--- config.mk ---
export PLATFORM = sky130hd
export DESIGN_NAME = memory_access_unit
export DESIGN_NICKNAME = d
export VERILOG_FILES = /design/src/rtl/memory_access_unit.sv
export SDC_FILE = /design/constraint.sdc
export NUM_CORES = 1
export LEC_CHECK = 0
export BUFFER_PORTS_ARGS = -buffer_cell sky130_fd_sc_hd__buf_2
export CAP_MARGIN = 25
export CORE_UTILIZATION = 27
export DETAILED_ROUTE_END_ITERATION = 16
export HOLD_SLACK_MARGIN = 0.02
export PLACE_DENSITY = 0.54
export SLEW_MARGIN = 20
export SYNTH_ARGS = -nofsm -noshare
export SYNTH_HDL_FRONTEND = slang
export SYNTH_SLANG_ARGS = --single-unit
--- constraint.sdc ---
create_clock -name clock -period 2.57 [get_ports clock]
set_input_delay 0.6425 -clock clock [delete_from_list [all_inputs] [get_ports clock]]
set_output_delay 0.6425 -clock clock [all_outputs]
set_load 0.03 [all_outputs]
--- src/rtl/memory_access_unit.sv ---
// Memory stage: word load/store over a req/ack bus with stall and timeout.
// Retires pc/isn/result to the memory/writeback register with error flags.
module memory_access_unit #(
   parameter logic [5:0] OPCODE_LOAD    = 6'b100011,
   parameter logic [5:0] OPCODE_STORE   = 6'b101011,
   parameter int         TIMEOUT_CYCLES = 16
) (
   input  logic        clock,
   input  logic        reset,
   input  logic [31:0] pcin,
   input  logic [31:0] isnin,
   input  logic [31:0] resultin,
   input  logic [31:0] operandBin,
   input  logic        validin,
   output logic        stall,
   output logic        mem_req,
   output logic        mem_we,
   output logic [31:0] mem_addr,
   output logic [31:0] mem_wdata,
   input  logic        mem_ack,
   input  logic [31:0] mem_rdata,
   output logic [31:0] pcout,
   output logic [31:0] isnout,
   output logic [31:0] resultout,
   output logic        validout,
   output logic        misaligned,
   output logic        buserror
);

   localparam int CW = $clog2(TIMEOUT_CYCLES) + 1;
   localparam logic [CW-1:0] CNT_LAST = CW'(TIMEOUT_CYCLES - 1);

   typedef enum logic {
      ST_IDLE,
      ST_WAIT
   } state_t;

   state_t        state_q, state_d;
   logic [CW-1:0] cnt_q, cnt_d;
   logic          mem_req_q, mem_req_d;
   logic          mem_we_q, mem_we_d;
   logic [31:0]   mem_addr_q, mem_addr_d;
   logic [31:0]   mem_wdata_q, mem_wdata_d;
   logic [31:0]   pc_lat_q, pc_lat_d;
   logic [31:0]   isn_lat_q, isn_lat_d;
   logic [31:0]   pcout_q, pcout_d;
   logic [31:0]   isnout_q, isnout_d;
   logic [31:0]   resultout_q, resultout_d;
   logic          validout_q, validout_d;
   logic          misaligned_q, misaligned_d;
   logic          buserror_q, buserror_d;

   logic [5:0] opcode;
   logic       is_load;
   logic       is_store;
   logic       memop;
   logic       aligned;
   logic       timeout_hit;

   always_comb begin
      opcode      = isnin[31:26];
      is_load     = (opcode == OPCODE_LOAD);
      is_store    = (opcode == OPCODE_STORE);
      memop       = validin & (is_load | is_store);
      aligned     = (resultin[1:0] == 2'b00);
      timeout_hit = (state_q == ST_WAIT) && (cnt_q == CNT_LAST);

      // Gated by reset so an abandoned transaction never holds upstream.
      stall = reset &
              (((state_q == ST_IDLE) & memop & aligned) |
               ((state_q == ST_WAIT) & ~mem_ack & ~timeout_hit));
   end

   always_comb begin
      state_d      = state_q;
      cnt_d        = cnt_q;
      mem_req_d    = mem_req_q;
      mem_we_d     = mem_we_q;
      mem_addr_d   = mem_addr_q;
      mem_wdata_d  = mem_wdata_q;
      pc_lat_d     = pc_lat_q;
      isn_lat_d    = isn_lat_q;
      pcout_d      = pcout_q;
      isnout_d     = isnout_q;
      resultout_d  = resultout_q;
      validout_d   = validout_q;
      misaligned_d = misaligned_q;
      buserror_d   = buserror_q;

      unique case (state_q)
         ST_IDLE: begin
            if (!validin) begin
               validout_d = 1'b0;
            end else if (memop && aligned) begin
               mem_req_d   = 1'b1;
               mem_we_d    = is_store;
               mem_addr_d  = resultin;
               mem_wdata_d = operandBin;
               pc_lat_d    = pcin;
               isn_lat_d   = isnin;
               cnt_d       = '0;
               validout_d  = 1'b0;
               state_d     = ST_WAIT;
            end else begin
               pcout_d      = pcin;
               isnout_d     = isnin;
               resultout_d  = resultin;
               validout_d   = 1'b1;
               misaligned_d = memop;
               buserror_d   = 1'b0;
            end
         end
         ST_WAIT: begin
            if (mem_ack) begin
               mem_req_d    = 1'b0;
               validout_d   = 1'b1;
               pcout_d      = pc_lat_q;
               isnout_d     = isn_lat_q;
               resultout_d  = mem_we_q ? mem_addr_q : mem_rdata;
               misaligned_d = 1'b0;
               buserror_d   = 1'b0;
               state_d      = ST_IDLE;
            end else if (timeout_hit) begin
               mem_req_d    = 1'b0;
               validout_d   = 1'b1;
               pcout_d      = pc_lat_q;
               isnout_d     = isn_lat_q;
               resultout_d  = '0;
               misaligned_d = 1'b0;
               buserror_d   = 1'b1;
               state_d      = ST_IDLE;
            end else begin
               cnt_d = cnt_q + 1'b1;
            end
         end
         default: state_d = ST_IDLE;
      endcase
   end

   always_ff @(posedge clock or negedge reset) begin
      if (!reset) begin
         state_q      <= ST_IDLE;
         cnt_q        <= '0;
         mem_req_q    <= 1'b0;
         mem_we_q     <= 1'b0;
         mem_addr_q   <= '0;
         mem_wdata_q  <= '0;
         pc_lat_q     <= '0;
         isn_lat_q    <= '0;
         pcout_q      <= '0;
         isnout_q     <= '0;
         resultout_q  <= '0;
         validout_q   <= 1'b0;
         misaligned_q <= 1'b0;
         buserror_q   <= 1'b0;
      end else begin
         state_q      <= state_d;
         cnt_q        <= cnt_d;
         mem_req_q    <= mem_req_d;
         mem_we_q     <= mem_we_d;
         mem_addr_q   <= mem_addr_d;
         mem_wdata_q  <= mem_wdata_d;
         pc_lat_q     <= pc_lat_d;
         isn_lat_q    <= isn_lat_d;
         pcout_q      <= pcout_d;
         isnout_q     <= isnout_d;
         resultout_q  <= resultout_d;
         validout_q   <= validout_d;
         misaligned_q <= misaligned_d;
         buserror_q   <= buserror_d;
      end
   end

   assign mem_req    = mem_req_q;
   assign mem_we     = mem_we_q;
   assign mem_addr   = mem_addr_q;
   assign mem_wdata  = mem_wdata_q;
   assign pcout      = pcout_q;
   assign isnout     = isnout_q;
   assign resultout  = resultout_q;
   assign validout   = validout_q;
   assign misaligned = misaligned_q;
   assign buserror   = buserror_q;

endmodule

==> results.json, run 1 <==
{
  "drtPass1Iterations": 4,
  "grt_pass1_wl_mm": 41.6,
  "syn_area_um2": 10400,
  "min_period_ns": 2.81,
  "drt_iter0_drc": 149,
  "nets": 1213,
  "hold_slack_ns": 0.213,
  "portBuffers": 329,
  "grt_max_degree": 119,
  "drive_gt1_share_pct": 64.3,
  "hold_viol": 0,
  "antenna_left": 0,
  "synth-seq-cells": 235,
  "syn2layout_area_growth_pct": 31.7,
  "cellLeakagePower_nw": 6.85,
  "syn_nets": 877,
  "critPathKind": "reg2out",
  "cts_made_buffers": 28,
  "drc": 0,
  "cp-end-kind": "output port",
  "rsz0062_at_grt": "yes",
  "num_io_pins": 330,
  "synthCells": 711,
  "slew_headroom_pct": 52.1,
  "antenna_found_initial": 5,
  "fp.coreArea_um2": 37800,
  "outcome": "complete, but fails checks",
  "final_cells": 1580,
  "critPathMaxFanout": 2,
  "fin_skew_ns": 0.0102,
  "clock_sinks": 235,
  "clk_pin_slew_worst_paths_ns": 0.06,
  "ir_drop_uv": 483,
  "cts_hold_buf": 0,
  "yosys_warnings": 0,
  "grt_use_total_pct": 13.6,
  "violations": "setup timing",
  "critPathLaunchType": "flip-flop",
  "rows": 71,
  "via_per_inst": 4.38,
  "yosysSeqAreaShare_pct": 56.3,
  "yosysTopAreaCellShare_pct": 56.3,
  "synthArstFlopShare_pct": 100,
  "timing.fmax_mhz": 356,
  "gp_congestion": 0.729,
  "initial_core_util_pct": 27.6,
  "nFillCells": 3816,
  "synth_area_leader_cell": "dfrtp_1",
  "dpl_cell_area_um2": 12700,
  "vias": 6926,
  "finalWorstSetupSlack_ns": -0.237,
  "hp-class": "in2async",
  "synthDistinctLibCells": 36,
  "postSynthAreaPerCell_um2": 14.7,
  "max_cap_violations": 0,
  "dp_hpwl_mm": 18.3,
  "slew_violations": 0,
  "critical_path_arrival_ns": 2.16,
  "dieArea_um2": 39400,
  "grt_pass1_vias": 7087,
  "post-route-cell-area_um2": 13700,
  "htreeDepth": 1,
  "yosys-top-cells-area": "dfrtp_1 (56%), mux2_2 (26%), mux2_4 (5.6%)",
  "finalPower_mw": 9.93,
  "fin_crit_sh_pct": 109,
  "die_h_um": 199,
  "gr-total-overflow": 0,
  "cts_buffer_depth": 3,
  "cts_tree": "done",
  "required_ns": 1.93,
  "power_density_nw_per_um2": 723,
  "synth_flop_cell": "dfrtp_1",
  "wl_per_cell_um": 17.3,
  "dpl.cell_count": 1523,
  "root_buffer": "clkbuf_16",
  "synth_edf_count": 0,
  "die_width_um": 199,
  "setup_viol": 1,
  "clk_latency_ns": 0.55,
  "postLayoutCoreUtil_pct": 36.3,
  "totalWireLength_mm": 27.4,
  "worstMarginPinSlew_ns": 0.718
}
==> final timing paths <==
kind / startpoint / endpoint / slack [ns] / cells past startpoint
setup reg to reg: cnt_q[0] / resultout[26] / 0.21 / 8
setup / recovery: cnt_q[0] / stall / -0.24 / 6
min in group clock: operandBin[12] / mem_wdata[12] / 0.33 / 2
hold reg to reg: isn_lat_q[27] / isn_lat_q[27] / 0.46 / 1
hold / removal: reset / mem_wdata[12] / 0.21 / 2
max in group asynchronous: reset / pc_lat_q[23] / 1.80 / 2
==> metal layers <==
layer	routed length [µm]	global-route usage (%)	up-vias
met5	25	0	-
met4	590	4.19	4
met3	1980	4.10	45
met2	13000	21.8	200
met1	11800	17.4	3464
li1	-	-	3213
==> report_power, final <==
| part | internal [mW] | total, mW | switching [mW] | leakage, nW |
|---|---|---|---|---|
| logic | 0.690 | 1.66 | 0.974 | 3.38 |
| clock network | 2.49 | 4.05 | 1.55 | 0.458 |
| registers | 4.04 | 4.22 | 0.183 | 3.01 |
==> cells by family (layout without fill, tap and decap cells) <==
family | after synthesis | in the layout | synth area share (%)
and+or+nand+nor | 33 | 33 | 2.01
adders and majority gates | 2 | 2 | 0.240
buffers and inverters | 81 | 436 | 3.57
other | 0 | 3 | 0
muxes | 314 | 314 | 34.9
AOI/OAI and AO/OA | 46 | 46 | 2.94
DFF | 235 | 235 | 56.3
==> stage by stage <==
stage	TNS [ns]	setup WS [ns]
floorplan	0	0.0195
detailed placement	0	0.0398
global placement	0	0.0469
global route	-0.304	-0.304
finish	-0.237	-0.237
CTS	-0.272	-0.272
==> cells in the final DEF, fill, tap and decap left out, types with 2 or more instances in the layout <==
master / Yosys / final
dfrtp_1: 235 / 233
nor2_1: 4 / 4
clkbuf_1: 13 / 9
nand2_1: 8 / 8
buf_12: 0 / 5
buf_2: 19 / 327
o22ai_1: 33 / 33
clkinv_2: 0 / 3
nand3b_1: 2 / 2
bufinv_16: 0 / 3
clkbuf_8: 0 / 5
o21ai_0: 4 / 4
clkbuf_16: 0 / 29
diode_2: 0 / 3
mux2i_1: 32 / 32
inv_1: 36 / 36
mux2_2: 243 / 243
buf_4: 0 / 16
and2_1: 4 / 4
mux2_4: 39 / 39
nand2b_1: 3 / 3
==> final cells by class <==
| type | instances | area (µm²) | share of cell area [%] |
|---|---|---|---|
| diodes | 3 | 7.51 | 0.0546 |
| clock buffers | 43 | 828 | 6.02 |
| repair buffers | 351 | 1910 | 13.9 |
| flip-flops and latches | 235 | 5890 | 42.8 |
| well taps | 511 | 639 | 4.65 |
| multi-input cells | 395 | 4240 | 30.8 |
| inverters | 36 | 135 | 0.983 |
| clock inverters | 6 | 105 | 0.764 |
==> sequential cells by signal (all words and copies together), names as in the netlist <==
register	flops
misaligned	1
mem_wdata	32
isn_lat_q	32
validout	1
isnout	32
mem_addr	32
cnt_q	5
pc_lat_q	32
mem_we	1
buserror	1
resultout	32
state_q	1
mem_req	1
pcout	32
==> critical path, cell delays in order, from the launching register on <==
cell,delay (ns)
dfrtp_1,0.39
ha_2,0.20
and3_4,0.18
ha_4,0.15
or3b_4,0.38
a21boi_4,0.16
buf_6,0.15
==> repair_timing <==
| action | in CTS | in global routing |
|---|---|---|
| buffers inserted | 2 | 2 |
| pin swaps | 3 | 3 |
| resized for setup | 7 | 0 |
| endpoints found under the setup margin | 1 | 1 |
==> synthesized netlist by cell type (all sizes together), types with 2 or more instances <==
library cell and count:
nor2 4, nor4 2, mux2 282, o21ai 4, dfrtp 235, nand3b 2
and2 4, inv 36, and3 2, nand2b 3, nand2 8, clkbuf 13
buf 32, o22ai 33, mux2i 32, ha 2
Note: power is estimated with default switching activity, not from simulation.
==> run 2: changes to the inputs <==
--- a/config.mk
+++ b/config.mk
@@ -12,4 +12,5 @@
 export HOLD_SLACK_MARGIN = 0.02
 export PLACE_DENSITY = 0.54
+export SKIP_CTS_REPAIR_TIMING = 1
 export SLEW_MARGIN = 20
 export SYNTH_ARGS = -nofsm -noshare
==> constraint.sdc (replaced) <==
create_clock -name clock -period 2.57 [get_ports clock]
set_input_delay 0.6425 -clock clock [delete_from_list [all_inputs] [get_ports clock]]
set_output_delay 0.6425 -clock clock [all_outputs]
set_load 0.005 [all_outputs]
==> run 2 against run 1 <==
  * The run still ends with setup timing left
  * Clock power shrank 4%
  * Power fell by 7.0%
  * Clock skew is 0.014 ns higher
  * Global-route usage is 0.34 points lower
  * Register-to-register slack gained 0.13 ns
  * Wire length fell by 1.5%
  * Clock-buffer cell count fell by 2
==> results.json, run 2 (same netlist as run 1, synthesis figures left out) <==
{
  "dpl_cell_area_um2": 12700,
  "critPathKind": "reg2out",
  "cts_made_buffers": 28,
  "drc": 0,
  "fp.coreArea_um2": 37800,
  "reg2reg_to": "pcout[28]",
  "antenna_found_initial": 3,
  "outcome": "complete, but fails checks",
  "final_common_cell": "buf_2",
  "reg2reg_from": "cnt_q[0]",
  "critPathLaunchType": "flip-flop",
  "totalWireLength_mm": 27.0,
  "timing.fmax_mhz": 351,
  "violations": "setup timing",
  "initial_core_util_pct": 27.6,
  "ir_drop_uv": 500,
  "min_period_ns": 2.85,
  "clk_pin_slew_worst_paths_ns": 0.06,
  "reg2reg_depth": 7,
  "portBuffers": 329,
  "worstMarginPinSlew_ns": 1.05,
  "nets": 1209,
  "hp-class": "in2async",
  "grt_max_degree": 176,
  "final_cell_mix": "buf_2 (328), mux2_2 (243), dfrtp_1 (233)",
  "num_io_pins": 330,
  "dieArea_um2": 39400,
  "dp_hpwl_mm": 17.8,
  "grt_pass1_wl_mm": 40.8,
  "wl_per_cell_um": 17.1,
  "clock_sinks": 235,
  "cts_buffer_depth": 3,
  "antenna_left": 0,
  "fin_skew_ns": 0.0244,
  "grt_use_total_pct": 13.2,
  "max_cap_violations": 0,
  "drtPass1Iterations": 4,
  "cp-end-kind": "output port",
  "setup_tns_ns": -0.281,
  "cellLeakagePower_nw": 6.82,
  "rows": 71,
  "grt_pass1_vias": 7096,
  "die_width_um": 199,
  "root_buffer": "clkbuf_16",
  "slew_headroom_pct": 29.8,
  "clk_latency_ns": 0.56,
  "cts_tree": "done",
  "gp_congestion": 0.729,
  "via_per_inst": 4.37,
  "drive_gt1_share_pct": 64.4,
  "rsz0062_at_grt": "yes",
  "syn2layout_area_growth_pct": 31.1,
  "rrSetupSlack_ns": 0.34,
  "nFillCells": 3763,
  "htreeDepth": 1,
  "vias": 6893,
  "required_ns": 1.93,
  "hold_viol": 0,
  "hold_slack_ns": 0.211,
  "drt_iter0_drc": 148,
  "post-route-cell-area_um2": 13700,
  "startpoint": "cnt_q[0]",
  "critPathMaxFanout": 4,
  "power_density_nw_per_um2": 675,
  "gr-total-overflow": 0,
  "critical_path_arrival_ns": 2.21,
  "slew_violations": 0,
  "finalWorstSetupSlack_ns": -0.281,
  "die_h_um": 199,
  "setup_viol": 1,
  "fin_crit_sh_pct": 111
}
## run 2: changes by cell type in the layout (fill, tap and decap cells not counted), moves of 2 or more
cell       previous run  this run
buf_12                5         8
clkinv_2              3         6
bufinv_16             3         1
diode_2               3         1
clkbuf_1              9         7
buf_4                16        10
## run 2: final cells by class
class / count / area [µm²] / share of cell area [%]
flip-flops and latches: 235 / 5890 / 43.0
multi-input cells: 395 / 4230 / 30.9
repair buffers: 347 / 1890 / 13.8
clock buffers: 41 / 810 / 5.91
well taps: 511 / 639 / 4.67
inverters: 36 / 135 / 0.987
clock inverters: 10 / 93.8 / 0.686
diodes: 1 / 2.50 / 0.0183
## run 2: worst max-delay path by stage
| stage | end | slack (ns) |
|---|---|---|
| finish | stall | -0.28 |
| global route | stall | -0.37 |
| CTS | stall | -0.55 |
| detailed placement | stall | 0.06 |
| global placement | stall | 0.09 |
| floorplan | stall | 0.05 |
## run 2: routing by layer
layer / share of wire (%) / wire length, µm / up-vias / track usage, %
met4: 2.4 / 636 / 4 / 3.62
met5: 0.089 / 24 / - / 0
met1: 44 / 11800 / 3436 / 16.9
met2: 47 / 12700 / 187 / 21.6
li1: - / - / 3221 / -
met3: 6.7 / 1810 / 45 / 3.95
## run 2: critical path: stages (launching register included)
cell and delay [ns]:
dfrtp_1 0.41, ha_2 0.19, and3_4 0.18, ha_4 0.16
or3b_4 0.42, a21boi_2 0.14, buf_2 0.15
## run 2: stage by stage
step	worst slack [ns]	utilization, %	total power [mW]	instances
6_report	-0.281	36.2	9.24	1576
5_1_grt	-0.373	36.2	9.72	1575
4_1_cts	-0.554	36.0	9.47	1572
3_5_place_dp	0.0635	33.6	5.47	1521
3_3_place_gp	0.0885	33.6	5.43	1521
2_1_floorplan	0.0540	-	4.83	711
## run 2: power breakdown
group,internal (mW),leakage [nW],total [mW],switching (mW)
Sequential,4.04,3.01,4.22,0.186
Clock,2.28,0.450,3.87,1.58
Combinational,0.677,3.36,1.15,0.477
Total,7.00,6.82,9.24,2.25
==> run 3: changes to the inputs <==
- CORE_MARGIN: default -> 1.5
==> run 3 against run 2 <==
  * The flow still finishes with violations (setup timing)
  * Sequential cell count did not move
  * Power grew 5.2%
  * Die area up 1.0%
  * Via count grew 0.38%
  * Final cell count is 0.13% higher
  * Largest power group is now clock
  * Critical path depth unchanged
==> results.json, run 3 (same netlist as run 1, synthesis figures left out) <==
{
  "gp_congestion": 0.730,
  "slowest_delay_ns": 0.41,
  "hp-class": "in2async",
  "cpLargestDelayFamily": "simple AND/OR/NAND/NOR gates",
  "postLayoutCoreUtil_pct": 36.5,
  "rows": 71,
  "cts_buffer_depth": 3,
  "path_cells": "ha_2, and3_4, ha_4, or3b_4, a21boi_2, buf_4",
  "gr-usage-met1_pct": 16.8,
  "critPathKind": "reg2out",
  "cp_slowest_cell": "dfrtp_1",
  "grt_busiest_layer": "met2",
  "ir_drop_uv": 477,
  "portBuffers": 329,
  "fin_crit_sh_pct": 111,
  "dp_hpwl_mm": 18.1,
  "nets": 1211,
  "num_io_pins": 330,
  "die_h_um": 200,
  "clk_pin_slew_worst_paths_ns": 0.07,
  "rsz0062_at_grt": "yes",
  "slew_headroom_pct": 37.5,
  "antenna_found_initial": 5,
  "finalWorstSetupSlack_ns": -0.275,
  "fin_skew_ns": 0.0256,
  "htreeDepth": 1,
  "root_buffer": "clkbuf_16",
  "gr-total-overflow": 0,
  "drtPass1Iterations": 4,
  "clock_sinks": 235,
  "critical_path_arrival_ns": 2.20,
  "grt_use_total_pct": 13.3,
  "drive_gt1_share_pct": 64.8,
  "initial_core_util_pct": 27.6,
  "die_width_um": 200,
  "nFillCells": 3718,
  "antenna_left": 0,
  "cp-end-kind": "output port",
  "clk_latency_ns": 0.56,
  "worstMarginPinSlew_ns": 0.937,
  "final_cell_mix": "buf_2 (327), mux2_2 (243), dfrtp_1 (233)",
  "place_ws_ns": 0.0821,
  "wl_per_cell_um": 17.3,
  "slew_violations": 0,
  "final_common_cell": "buf_2",
  "required_ns": 1.93,
  "critPathMaxFanout": 4,
  "hold_viol": 0,
  "setup_viol": 1,
  "use_met2_pct": 22.2,
  "syn2layout_area_growth_pct": 32.2,
  "outcome": "complete, but fails checks",
  "drt_iter0_drc": 191,
  "cp_num_buf_inv": 1,
  "grt_pass1_vias": 7247,
  "cts_made_buffers": 29,
  "drc": 0,
  "fp.coreArea_um2": 37800,
  "min_period_ns": 2.84,
  "power_density_nw_per_um2": 704,
  "reg2reg_depth": 7,
  "max_cap_violations": 0,
  "grt_use_met3_pct": 3.58,
  "dieArea_um2": 39800,
  "grt_pass1_wl_mm": 41.6,
  "critPathLaunchType": "flip-flop",
  "cp.depth": 6,
  "grt_max_degree": 143,
  "totalWireLength_mm": 27.3,
  "cellLeakagePower_nw": 6.87,
  "timing.fmax_mhz": 352,
  "via_per_inst": 4.38,
  "cts_tree": "done",
  "violations": "setup timing",
  "vias": 6919
}
-- run 3: per-layer routing --
metal	share of wire [%]	routed length (µm)	vias up
met5	0.077	21	-
met2	48	13000	191
met4	2.3	618	4
met3	6.5	1780	45
met1	43	11800	3457
li1	-	-	3222
-- run 3: path summary, 6_finish.rpt --
check	from	end	slack, ns
worst max-delay path	cnt_q[0]	stall	-0.27
worst min-delay path	reset	isnout[7]	0.18
worst max register to register	cnt_q[0]	pcout[27]	0.34
max in group asynchronous	reset	mem_we	1.36
min in group clock	operandBin[29]	mem_wdata[29]	0.32
worst min register to register	isn_lat_q[31]	isn_lat_q[31]	0.46
-- run 3: stage by stage --
stage                     std cells  instance area, µm²  hold WS, ns  total power [mW]  TNS (ns)
after CTS                      1574               13700       -0.130              9.93    -0.504
after global placement         1523               12700        0.445              5.44         0
after global routing           1577               13800        0.202              10.2    -0.360
after floorplan                 711               10400        0.347              4.83         0
final                          1578               13800        0.182              9.72    -0.275
after detailed placement       1523               12700        0.447              5.47         0
-- run 3: worst register-to-register path, cell delays in order (launching register included) --
cell	delay, ns
dfrtp_1	0.41
ha_2	0.19
and3_4	0.18
ha_4	0.15
or3b_4	0.41
o221a_4	0.16
buf_12	0.19
mux2_4	0.39
-- run 3: where the power goes --
part / switching (mW) / internal, mW
registers: 0.180 / 4.04
clock network: 1.59 / 2.75
logic: 0.483 / 0.679
-- run 3: final cells by class --
cell class	count	area, µm²	share of cell area (%)
multi-input combinational	395	4230	30.6
clock buffer	38	830	6.01
timing repair buffer	348	1880	13.6
sequential	235	5890	42.7
tap	511	639	4.63
clock inverter	13	195	1.41
antenna	2	5.00	0.0363
inverter	36	135	0.979
